`src/rtl/btn_debounce_repeat.sv`:
```
// Button conditioning: 2-FF sync, debounce and hold-to-repeat step pulses for the
// active-low up/down buttons. Channel index 0 is up, 1 is down.
module btn_debounce_repeat #(
    parameter int unsigned DB_CYCLES     = 1000000,
    parameter int unsigned REPEAT_DELAY  = 13500000,
    parameter int unsigned REPEAT_PERIOD = 2700000,
    parameter int unsigned CNT_W         = 24
) (
    input  logic clk,
    input  logic rst_n,
    input  logic up_raw,
    input  logic down_raw,
    output logic up_lvl,
    output logic down_lvl,
    output logic up_pulse,
    output logic down_pulse
);

    typedef enum logic [1:0] {StIdle, StDelay, StRepeat} state_e;

    localparam logic [CNT_W-1:0] DbLast     = CNT_W'(DB_CYCLES - 1);
    localparam logic [CNT_W-1:0] DelayLast  = CNT_W'(REPEAT_DELAY - 1);
    localparam logic [CNT_W-1:0] PeriodLast = CNT_W'(REPEAT_PERIOD - 1);

    logic [1:0]       raw;
    logic [1:0]       sync1_q, sync2_q;
    logic [1:0]       lvl_q, lvl_d;
    logic [1:0]       pulse;
    logic             both_low;
    logic [CNT_W-1:0] db_cnt_q [2];
    logic [CNT_W-1:0] db_cnt_d [2];
    logic [CNT_W-1:0] tmr_q [2];
    logic [CNT_W-1:0] tmr_d [2];
    state_e           state_q [2];
    state_e           state_d [2];

    assign raw = {down_raw, up_raw};

    always_ff @(posedge clk or negedge rst_n) begin
        if (!rst_n) begin
            sync1_q <= '1;
            sync2_q <= '1;
            lvl_q   <= '1;
            for (int i = 0; i < 2; i++) begin
                db_cnt_q[i] <= '0;
                tmr_q[i]    <= '0;
                state_q[i]  <= StIdle;
            end
        end else begin
            sync1_q <= raw;
            sync2_q <= sync1_q;
            lvl_q   <= lvl_d;
            for (int i = 0; i < 2; i++) begin
                db_cnt_q[i] <= db_cnt_d[i];
                tmr_q[i]    <= tmr_d[i];
                state_q[i]  <= state_d[i];
            end
        end
    end

    always_comb begin
        lvl_d = lvl_q;
        pulse = '0;
        for (int i = 0; i < 2; i++) begin
            db_cnt_d[i] = '0;
            tmr_d[i]    = '0;
            state_d[i]  = state_q[i];

            if (sync2_q[i] != lvl_q[i]) begin
                if (db_cnt_q[i] == DbLast) begin
                    lvl_d[i] = sync2_q[i];
                end else begin
                    db_cnt_d[i] = db_cnt_q[i] + CNT_W'(1);
                end
            end

            // Release wins over any pending expiry: it never produces a pulse.
            if (lvl_q[i]) begin
                state_d[i] = StIdle;
            end else begin
                unique case (state_q[i])
                    StIdle: begin
                        pulse[i]   = 1'b1;
                        state_d[i] = StDelay;
                    end
                    StDelay: begin
                        if (tmr_q[i] == DelayLast) begin
                            pulse[i]   = 1'b1;
                            state_d[i] = StRepeat;
                        end else begin
                            tmr_d[i] = tmr_q[i] + CNT_W'(1);
                        end
                    end
                    StRepeat: begin
                        if (tmr_q[i] == PeriodLast) begin
                            pulse[i] = 1'b1;
                        end else begin
                            tmr_d[i] = tmr_q[i] + CNT_W'(1);
                        end
                    end
                    default: state_d[i] = StIdle;
                endcase
            end
        end
    end

    // Both buttons down suppresses stepping; timers keep running underneath.
    assign both_low   = ~lvl_q[0] & ~lvl_q[1];
    assign up_lvl     = lvl_q[0];
    assign down_lvl   = lvl_q[1];
    assign up_pulse   = pulse[0] & ~both_low;
    assign down_pulse = pulse[1] & ~both_low;

endmodule

```
`config.mk`:
```
export PLATFORM = sky130hd
export DESIGN_NAME = btn_debounce_repeat
export DESIGN_NICKNAME = d
export VERILOG_FILES = /design/src/rtl/btn_debounce_repeat.sv
export SDC_FILE = /design/constraint.sdc
export NUM_CORES = 1
export LEC_CHECK = 0
export BUFFER_PORTS_ARGS = -buffer_cell sky130_fd_sc_hd__buf_2
export CAP_MARGIN = 15
export CORE_ASPECT_RATIO = 0.8
export CORE_MARGIN = 3
export CORE_UTILIZATION = 55
export CTS_BUF_LIST = sky130_fd_sc_hd__clkbuf_8
export DETAILED_ROUTE_END_ITERATION = 6
export GPL_TIMING_DRIVEN = 0
export MAX_ROUTING_LAYER = met4
export PLACE_DENSITY_LB_ADDON = 0.1
export RECOVER_POWER = 50
export REMOVE_ABC_BUFFERS = 1
export SYNTH_ARGS = -nofsm -noshare
export SYNTH_HDL_FRONTEND = slang
export SYNTH_SLANG_ARGS = --single-unit
```
`constraint.sdc`:
```
create_clock -name clk -period 4.6 [get_ports clk]
set_input_delay 1.38 -clock clk [delete_from_list [all_inputs] [get_ports clk]]
set_output_delay 1.38 -clock clk [all_outputs]
set_load 0.1 [all_outputs]
```
* Word-level counts from Yosys, hierarchy flattened *
Index checks and enable logic that the tools add are counted.

storage, ports and cells
  flip-flop bits (word level) = 106
  bits in latches = 0
  memory bits (writable) = 0
  bits in read-only memories = 0
  input port bits = 4
  output and inout port bits = 4
  logic and storage cells = 68
  memories kept = 0

cells by class
  add/sub/neg operators = 4
  multiply operators = 0
  divide/modulo/power cells = 0
  $lt $le $gt $ge = 0
  eq/ne operators = 16
  shift operators = 0
  multiplexer cells = 26
  bitwise gates (word level) = 6
  reductions and logical operators = 6

operator list
  kind                   number
  $mux 24                10
  $add 24x1->24 const B  4
  $pmux 24 s2            2
  $eq 24x20->1 const B   2
  $eq 24x22->1 const B   2
  $eq 24x24->1 const B   2
  $pmux 2 s3             2
  $mux 2                 4
  $reduce_and 2->1       4
  $mux 1                 6
  $ne 3x3->1 const B     2
  $pmux 1 s3             2
  $eq 2x1->1 const B     2
  $eq 2x2->1 const B     2
  $logic_not 2->1        2
  $ne 2x2->1 const B     2
  $and 1x1->1            3
  $not 1->1              3
  $ne 1x1->1             2

* Longest topological paths before layout *
Gate-level depths: netlist of the first run.

  depth in word-level cells = 5
  gate-level depth with buffers = 8
  depth with buffers taken out = 6

* Least setup slack after synthesis of the first run *
OpenSTA, ideal clock, no wires.

  kind = register to output
  start = register tmr_q[20] in the netlist's numbering
  end = output down_pulse
  arrival time = 2.830 ns
  required time = 3.220 ns
  slack = 0.390 ns
  stages on the path, launching flop included = 5
  buffers on the path = 0
  cells stage by stage = dfrtp_1 -> or4b_2 -> nor3_1 -> nand3_1 -> a21oi_1

on the way
  word-level cells in the longest chain between the ends = 5
  elaborated cells between the ends (all ways) = 7
  classes of those cells = eq/ne (2); mux (4); bitwise (1)

ends and longest elaborated chain
  element                                       line    text
  from (decl)                                   32      logic [CNT_W-1:0] tmr_q [2];
  from (signal, indexed assignment)             55      tmr_q[i] <= tmr_d[i];
  $eq 24x22->1 or $eq 24x24->1 (tied branches)  95, 87
  $mux 1, on equally long branches              95, 87
  $pmux 1 s3 (*)                                81      unique case (state_q[i])
  $mux 1 (*)                                    78      if (lvl_q[i]) begin
  $and 1x1->1 (*)                               112     assign down_pulse = pulse[1] & ~both_low;
  to (decl)                                     16      output logic down_pulse

Mark *: on every way between the ends. The rest lies on a longest branch, timed or not.

* Final worst setup path of the first run *
  start = register tmr_q[24] in the netlist's numbering
  end = output up_pulse

on the way
  word-level cells in the longest chain between the ends = 5
  elaborated cells between the ends (all ways) = 7
  classes of those cells = eq/ne (2); mux (4); bitwise (1)

ends and longest elaborated chain
  element                                       line    text
  $eq 24x22->1 or $eq 24x24->1 (tied branches)  95, 87
  $mux 1, on equally long branches              95, 87
  $pmux 1 s3 (*)                                81
  $mux 1 (*)                                    78
  $and 1x1->1 (*)                               111     assign up_pulse = pulse[0] & ~both_low;
  to (decl)                                     15      output logic up_pulse,

Marks and branches as above.

==> results of run 1 <==
## per-stage QoR
step | utilization (%) | area, um^2
2_1_floorplan | - | 5390
3_3_place_gp | 59.6 | 5590
3_5_place_dp | 59.9 | 5630
4_1_cts | 62.0 | 5820
5_1_grt | 61.9 | 5810
6_report | 61.9 | 5810
## worst max-delay path, delay by kind of cell (launching register included)
kind            cells  cell delay [ns]
simple gates        3             0.99
flops               1             0.43
buf+inv             1             0.42
fa+ha+maj           1             0.28
compound gates      2             0.25
## cell type report
| class | count | share of cell area (%) |
|---|---|---|
| multi-input cells | 431 | 46.2 |
| clock inverters | 4 | 0.452 |
| flip-flops and latches | 106 | 45.7 |
| clock buffers | 12 | 2.84 |
| repair buffers | 9 | 1.14 |
| well taps | 132 | 2.84 |
| inverters | 12 | 0.775 |
## flip-flops by register name, summed over array words and instances (netlist names)
name      cells
db_cnt_q     48
tmr_q        48
state_q       4
lvl_q         2
sync1_q       2
sync2_q       2
## where the power goes
group	total, uW	internal [uW]	switching (uW)
registers	945	939	6.71
clock network	557	240	317
logic	37.3	8.79	28.5
## logic make-up (layout without fill, tap and decap cells)
kind of cell / count (synthesis) / count (layout) / share of synthesized area (%)
flops: 106 / 106 / 48.5
simple gates: 310 / 310 / 28.7
compound gates: 13 / 13 / 1.96
mux: 4 / 4 / 0.776
fa+ha+maj: 14 / 14 / 3.20
buf+inv: 31 / 37 / 2.47
xor+xnor: 90 / 90 / 14.4
## synthesized netlist by cell type, types with 2 or more instances
cell        n  share of area, %
and2_1      4              0.46
xor2_1     64                10
a21oi_1     3              0.27
nor3_1     12               1.1
xnor2_1    26               4.2
dfrtp_1   100                46
nor4bb_1    2              0.37
nand4b_1    5              0.80
mux2i_1     2              0.37
nor2_1    119               8.1
or4b_2      2              0.37
and3_1     14               1.6
and4_1     12               1.9
nor4_1     12               1.4
dfstp_2     6               2.9
nand4_1    34               3.9
nor4b_1     4              0.64
buf_2       2              0.18
ha_1       14               3.2
nor2_2      2              0.23
nand3_1    45               4.1
clkbuf_1   14              0.96
nand2_1    32               2.2
buf_6       2              0.41
or2_2       2              0.23
nor2b_1     2              0.23
inv_1      12              0.82
mux2_2      2              0.41
o21ai_0     2              0.18
## per-layer routing
metal | routed length (um) | share of wire, % | vias up
li1 | - | - | 1948
met1 | 5030 | 49 | 1953
met2 | 4690 | 46 | 76
met3 | 372 | 3.6 | 15
met4 | 172 | 1.7 | 0
met5 | 0 | 0 | -
## worst paths after layout
check	depth (start not counted)	end	slack, ns	from
max	7	up_pulse	0.48	tmr_q[24]
min	0	sync2_q[1]	0.37	sync1_q[1]
max reg2reg	6	tmr_q[30]	2.02	tmr_q[24]
min reg2reg	0	sync2_q[1]	0.37	sync1_q[1]
max in group asynchronous	2	sync1_q[0]	1.93	rst_n
min in group asynchronous	1	db_cnt_q[16]	1.52	rst_n
## cell usage in the layout (no fill, tap or decap), types with 2 or more instances in the layout
cell,instances
xor2_1,64
dfrtp_1,100
xnor2_1,26
nor2_1,119
inv_1,13
and2_1,4
or4b_2,2
nand2_1,32
ha_1,14
nand4_1,34
o21ai_0,2
nor2b_1,2
and4_1,12
clkbuf_8,12
nand3_1,45
clkinvlp_4,3
dfstp_2,6
or2_2,2
and3_1,14
a21oi_1,3
nor3_1,12
mux2i_1,2
nor4b_1,4
buf_2,7
nand4b_1,5
nor2_2,2
nor4bb_1,2
nor4_1,12
==> impl_results.md, run 1 <==
* CTS Hold Bufs at 0
* Die H at 95.3 um
* Post-Syn Instances at 568
* Root Buffer: clkbuf_8
* Tot Pwr at 1540 uW
* Run status: complete, but fails checks
* First-pass GRT wire length at 18400 um
* Data arrival, critical path at 2.74 ns
* DIE WIDTH at 118 um
* Post-CTS Setup Bufs at 0
* Area of the multi-input gates at 2690 um^2
* Final worst setup slack at 0.476 ns
* Slew Limit Fails at 34
* PD cells at 265 nW/um^2
* Full die area at 11200 um^2
* Crit Path Category: register to output pin
* Post-synth EDFFs at 0
* Post-route insts no fill at 706
* Global Route met2 Usage at 31.8%
* Grt met1 use at 27.0%
* Worst-path cell chain: ha_1 > nand4_1 > or4_1 > or3_1 > o21ai_0 > o211a_1 > buf_2
* Most used flip-flop cell after synthesis: dfrtp_1
* Max cap viols at 1
* Leakage power at 0.00254 uW
* Min Clock Period, post-route at 4.12 ns
* TritonCTS clock tree: done
* Total vias in the final route at 3992
* Seq/Total Area, Yosys at 48.5%
* Residual DRC at 0
* Req. time, crit path at 3.22 ns
* Setup TNS at 0 ns
* Clock Skew at 0.00791 ns
* Worst Max-Slew Pin Slew at 1.90 ns
* Slew HR at -26.3%
* Port-buffer cells at 7
* Htree depth at 3
* Register bit total from synthesis at 106
* Largest net degree at the start of global routing at 74
* Final Hold Fails at 0
* Clk_lat worst skew at 0.37 ns
* Worst setup SP type: register
* Fillers at 835
* CORE AREA at 9390 um^2
* Clock Sinks at 106
* Cts repair resizes at 0
* Warnings, synthesis at 0
* Min-delay worst type: register to register
* Max stage delay cell, worst path: or4_1
* Synth Cell Area at 5480 um^2
* 1st-iter DRT viols at 199
* WL/cell at 14.5 um
* Clk slew on worst S/H paths at 0.10 ns
* Initial Util at 58.4%
* VDD IR max at 208 uV
* Final Wtd Congestion at 0.890
* Gr ovfl total at 0
* Num rows at 31
* Busiest grt layer: met2
* Vias in the first global route at 3940
* Asr flop ratio synth at 100%
* Final HPWL DP at 6960 um
* Max clock buf depth at 2
* Crit-path max FO at 5
* Failing checks: max-capacitance violations, max-slew violations
* Total wire length at 10300 um
* Post-DRT Antenna Nets at 0
* Vias per Instance at 5.65
* Layout cells sized above 1 at 6.62%
* Reg area at 2660 um^2
* Setup crit end kind: output pin
* Num ports at 8
* Total CTS buffers at 9
* Total GRT Usage at 20.4%
* Post-Place Setup Slack at 0.876 ns
* Fin crit share at 89.6%
* Cell variety after synth at 45
* CP max stage delay at 0.47 ns
* Post-Synthesis Mean Instance Area at 9.65 um^2
* Initial antenna violation count at 0
* Worst Hold Slack at 0.368 ns
* Placed insts at 690
* GR Util met3 at 4.51%
* DR pass1 iterations at 4
* RSZ-0062 raised after global routing: no
* Achievable frequency at 0.243 GHz
* Final #Nets at 587
* # setup viols final at 0
* Antenna cells at 0
* Layout area overhead at 6.07%
No activity file was read; power rests on OpenSTA's default activity.
==> inputs of run 2 (changes only) <==
- CORE_ASPECT_RATIO: 0.8 -> default
- clock period: 4.6 -> 4.1 ns (I/O delays scaled with it)
==> run 2 against run 1 <==
  * The run still ends with max-capacitance violations, max-slew violations left
  * Utilization decreased by 0.078 points
  * Wire length decreased by 4.0%
  * Critical path type unchanged
  * Non-clock buffer count is the same
  * Count of clock-buffer cells in the layout is 3 lower
  * Sequential cell count did not move
  * Clock power rose by 32%
  * Cell count fell by 0.42%
  * Design area increased by 0.65%
  * Clock skew down 0.0014 ns
  * Global-route usage down 1.3 points
  * Sequential share of layout area fell by 0.29 points
  * Power increased by 19%
==> impl_results.md, run 2 (same netlist as run 1, synthesis figures left out) <==
* Run status: complete, but fails checks
* Failing checks: max-capacitance violations, max-slew violations
* Largest regs: db_cnt_q: 48 flops, tmr_q: 48 flops, state_q: 4 flops
* Net Sw Frac at 22.8% (-0.096 points)
* Vias per Instance at 5.56 (-1.6%)
* Final HPWL DP at 6560 um (-5.9%)
* Total GRT Usage at 19.2% (-1.3 points)
* Min-delay worst type: register to register
* Fin crit share at 94.0%
* Worst setup SP type: register
* Layout cells sized above 1 at 6.97% (+0.35 points)
* CORE AREA at 9460 um^2 (+0.77%)
* Full die area at 11200 um^2 (about the same)
* Initial antenna violation count at 0 (unchanged)
* WL/cell at 14.0 um (-3.6%)
* Post-DRT Antenna Nets at 0 (unchanged)
* Slew HR at -64.6% (-38 points)
* R2R setup slack at 1.50 ns (-0.52 ns)
* Commonest non-fill, non-tap cell in the layout: nor2_1
* Clock Skew at 0.00655 ns (-0.00136 ns)
* Crit. Startpoint: tmr_q[24]
* VDD IR max at 202 uV (-2.9%)
* Crit path to: up_pulse
* Final Wtd Congestion at 0.856 (-3.8%)
* DIE WIDTH at 106 um (-10%)
* Htree depth at 3 (unchanged)
* Post-Place Setup Slack at 0.537 ns (-0.339 ns)
* DR pass1 iterations at 4 (unchanged)
* Internal power at 1420 uW (+19%)
* Max clock buf depth at 2 (unchanged)
* Total vias in the final route at 3912 (-2.0%)
* Layout area overhead at 6.76%
* Port-buffer cells at 7 (unchanged)
* WHS Path Cells at 0 (unchanged)
* First-pass GRT wire length at 17300 um (-6.1%)
* Clk slew on worst S/H paths at 0.10 ns (about the same)
* PD cells at 314 nW/um^2 (+19%)
* Num rows at 35 (+13%)
* Crit path depth at 7 (unchanged)
* Root Buffer: clkbuf_8
* Min Clock Period, post-route at 3.85 ns
* 1st-iter DRT viols at 209 (+5.0%)
* # setup viols final at 0 (unchanged)
* Critical path buffer and inverter count at 1 (unchanged)
* Setup TNS at 0 ns (unchanged)
* Gr ovfl total at 0 (unchanged)
* Antenna cells at 0 (unchanged)
* RSZ-0062 raised after global routing: no
* Flop pwr share at 57.7% (-3.7 points)
* Final Hold Fails at 0 (unchanged)
* Clock Sinks at 106 (unchanged)
* Vias in the first global route at 3774 (-4.2%)
* Num ports at 8 (unchanged)
* Slew Limit Fails at 45 (+32%)
* Critical path's top delay family: simple AND/OR/NAND/NOR gates
* Crit Path Category: register to output pin
* Req. time, crit path at 2.87 ns (-0.35 ns)
* NetSw at 419 uW (+19%)
* Total wire length at 9860 um (-4.0%)
* Combinational share of power at 2.3% (about the same)
* Initial Util at 57.9% (-0.45 points)
* Max cap viols at 1 (unchanged)
* Worst r2r path cells at 6 (unchanged)
* Worst Max-Slew Pin Slew at 2.47 ns (+0.574 ns)
* Final #Nets at 587 (unchanged)
* Worst-path cell chain: ha_1 > nand4_1 > or4_1 > or3_1 > o21ai_0 > o211a_1 > clkbuf_4
* Crit-path max FO at 5 (unchanged)
* Final worst setup slack at 0.247 ns (-0.229 ns)
* Data arrival, critical path at 2.62 ns (-0.12 ns)
* Max stage delay cell, worst path: or4_1
* Leakage power at 0.00256 uW (+0.88%)
* Setup crit end kind: output pin
* Die H at 106 um (+11%)
* TritonCTS clock tree: done
* CP max stage delay at 0.44 ns (-0.03 ns)
* Achievable frequency at 0.260 GHz
* Worst r2r dst: tmr_q[18]
* Clk network pwr share at 40.0% (+3.8 points)
* Largest net degree at the start of global routing at 63 (-15%)
* Total CTS buffers at 9 (unchanged)
* Residual DRC at 0 (unchanged)
* Clk_lat worst skew at 0.38 ns (about the same)
* Most frequent cells in the layout: nor2_1 (119), dfrtp_1 (100), xor2_1 (64)
* Critical register-to-register path startpoint: tmr_q[0]
==> run 2: timing repair <==
action | 4_1_cts | 5_1_grt
hold buffers | 0 | 0
setup endpoints to repair | 0 | 1
resized for setup | 0 | 1
setup buffers | 0 | 0
==> run 2: layer usage <==
| layer | vias up | share of wire, % | wire length (um) | global-route usage [%] |
|---|---|---|---|---|
| li1 | 1959 | - | - | - |
| met1 | 1890 | 49 | 4840 | 25.9 |
| met2 | 53 | 47 | 4650 | 29.7 |
| met3 | 10 | 2.9 | 288 | 3.98 |
| met4 | 0 | 0.80 | 79 | 5.18 |
| met5 | - | 0 | 0 | - |
==> run 2: worst reg2reg max path: stages (launching register included) <==
cell	delay, ns
dfrtp_1	0.44
ha_1	0.28
nor4bb_1	0.33
nand3_1	0.20
o41ai_1	0.41
a211o_1	0.68
nor2_1	0.12
==> run 2: final cells by class <==
cell class              instances  area, um^2
well taps                     129         161
repair buffers                  9        68.8
fillers                       825        3610
inverters                      12        45.0
clock buffers                   9         124
multi-input cells             431        2690
clock inverters                 7         106
flip-flops and latches        106        2660
==> run 2: how the worst min path moves through the flow <==
stage / slack [ns] / from / to
floorplan: 0.35 / sync1_q[0] / sync2_q[0]
global placement: 0.35 / sync1_q[0] / sync2_q[0]
detailed placement: 0.35 / sync1_q[0] / sync2_q[0]
CTS: 0.36 / sync1_q[0] / sync2_q[0]
global route: 0.37 / sync1_q[0] / sync2_q[0]
finish: 0.36 / sync1_q[0] / sync2_q[0]
==> run 2: power groups by stage <==
stage	Sequential, uW	Combinational (uW)	Clock, uW
floorplan	1080	14.7	0
global placement	1080	39.9	0
detailed placement	1080	44.7	0
CTS	1060	44.8	756
global route	1060	49.8	796
finish	1060	42.0	734
==> run 2: per-stage QoR <==
stage | utilization (%) | hold slack (ns) | instances | total power, uW | area, um^2
finish | 61.9 | 0.362 | 703 | 1840 | 5850
global route | 61.9 | 0.370 | 703 | 1910 | 5850
CTS | 61.8 | 0.362 | 702 | 1860 | 5850
detailed placement | 59.4 | 0.347 | 686 | 1130 | 5620
global placement | 59.1 | 0.346 | 685 | 1120 | 5590
floorplan | - | 0.345 | 549 | 1090 | 5390
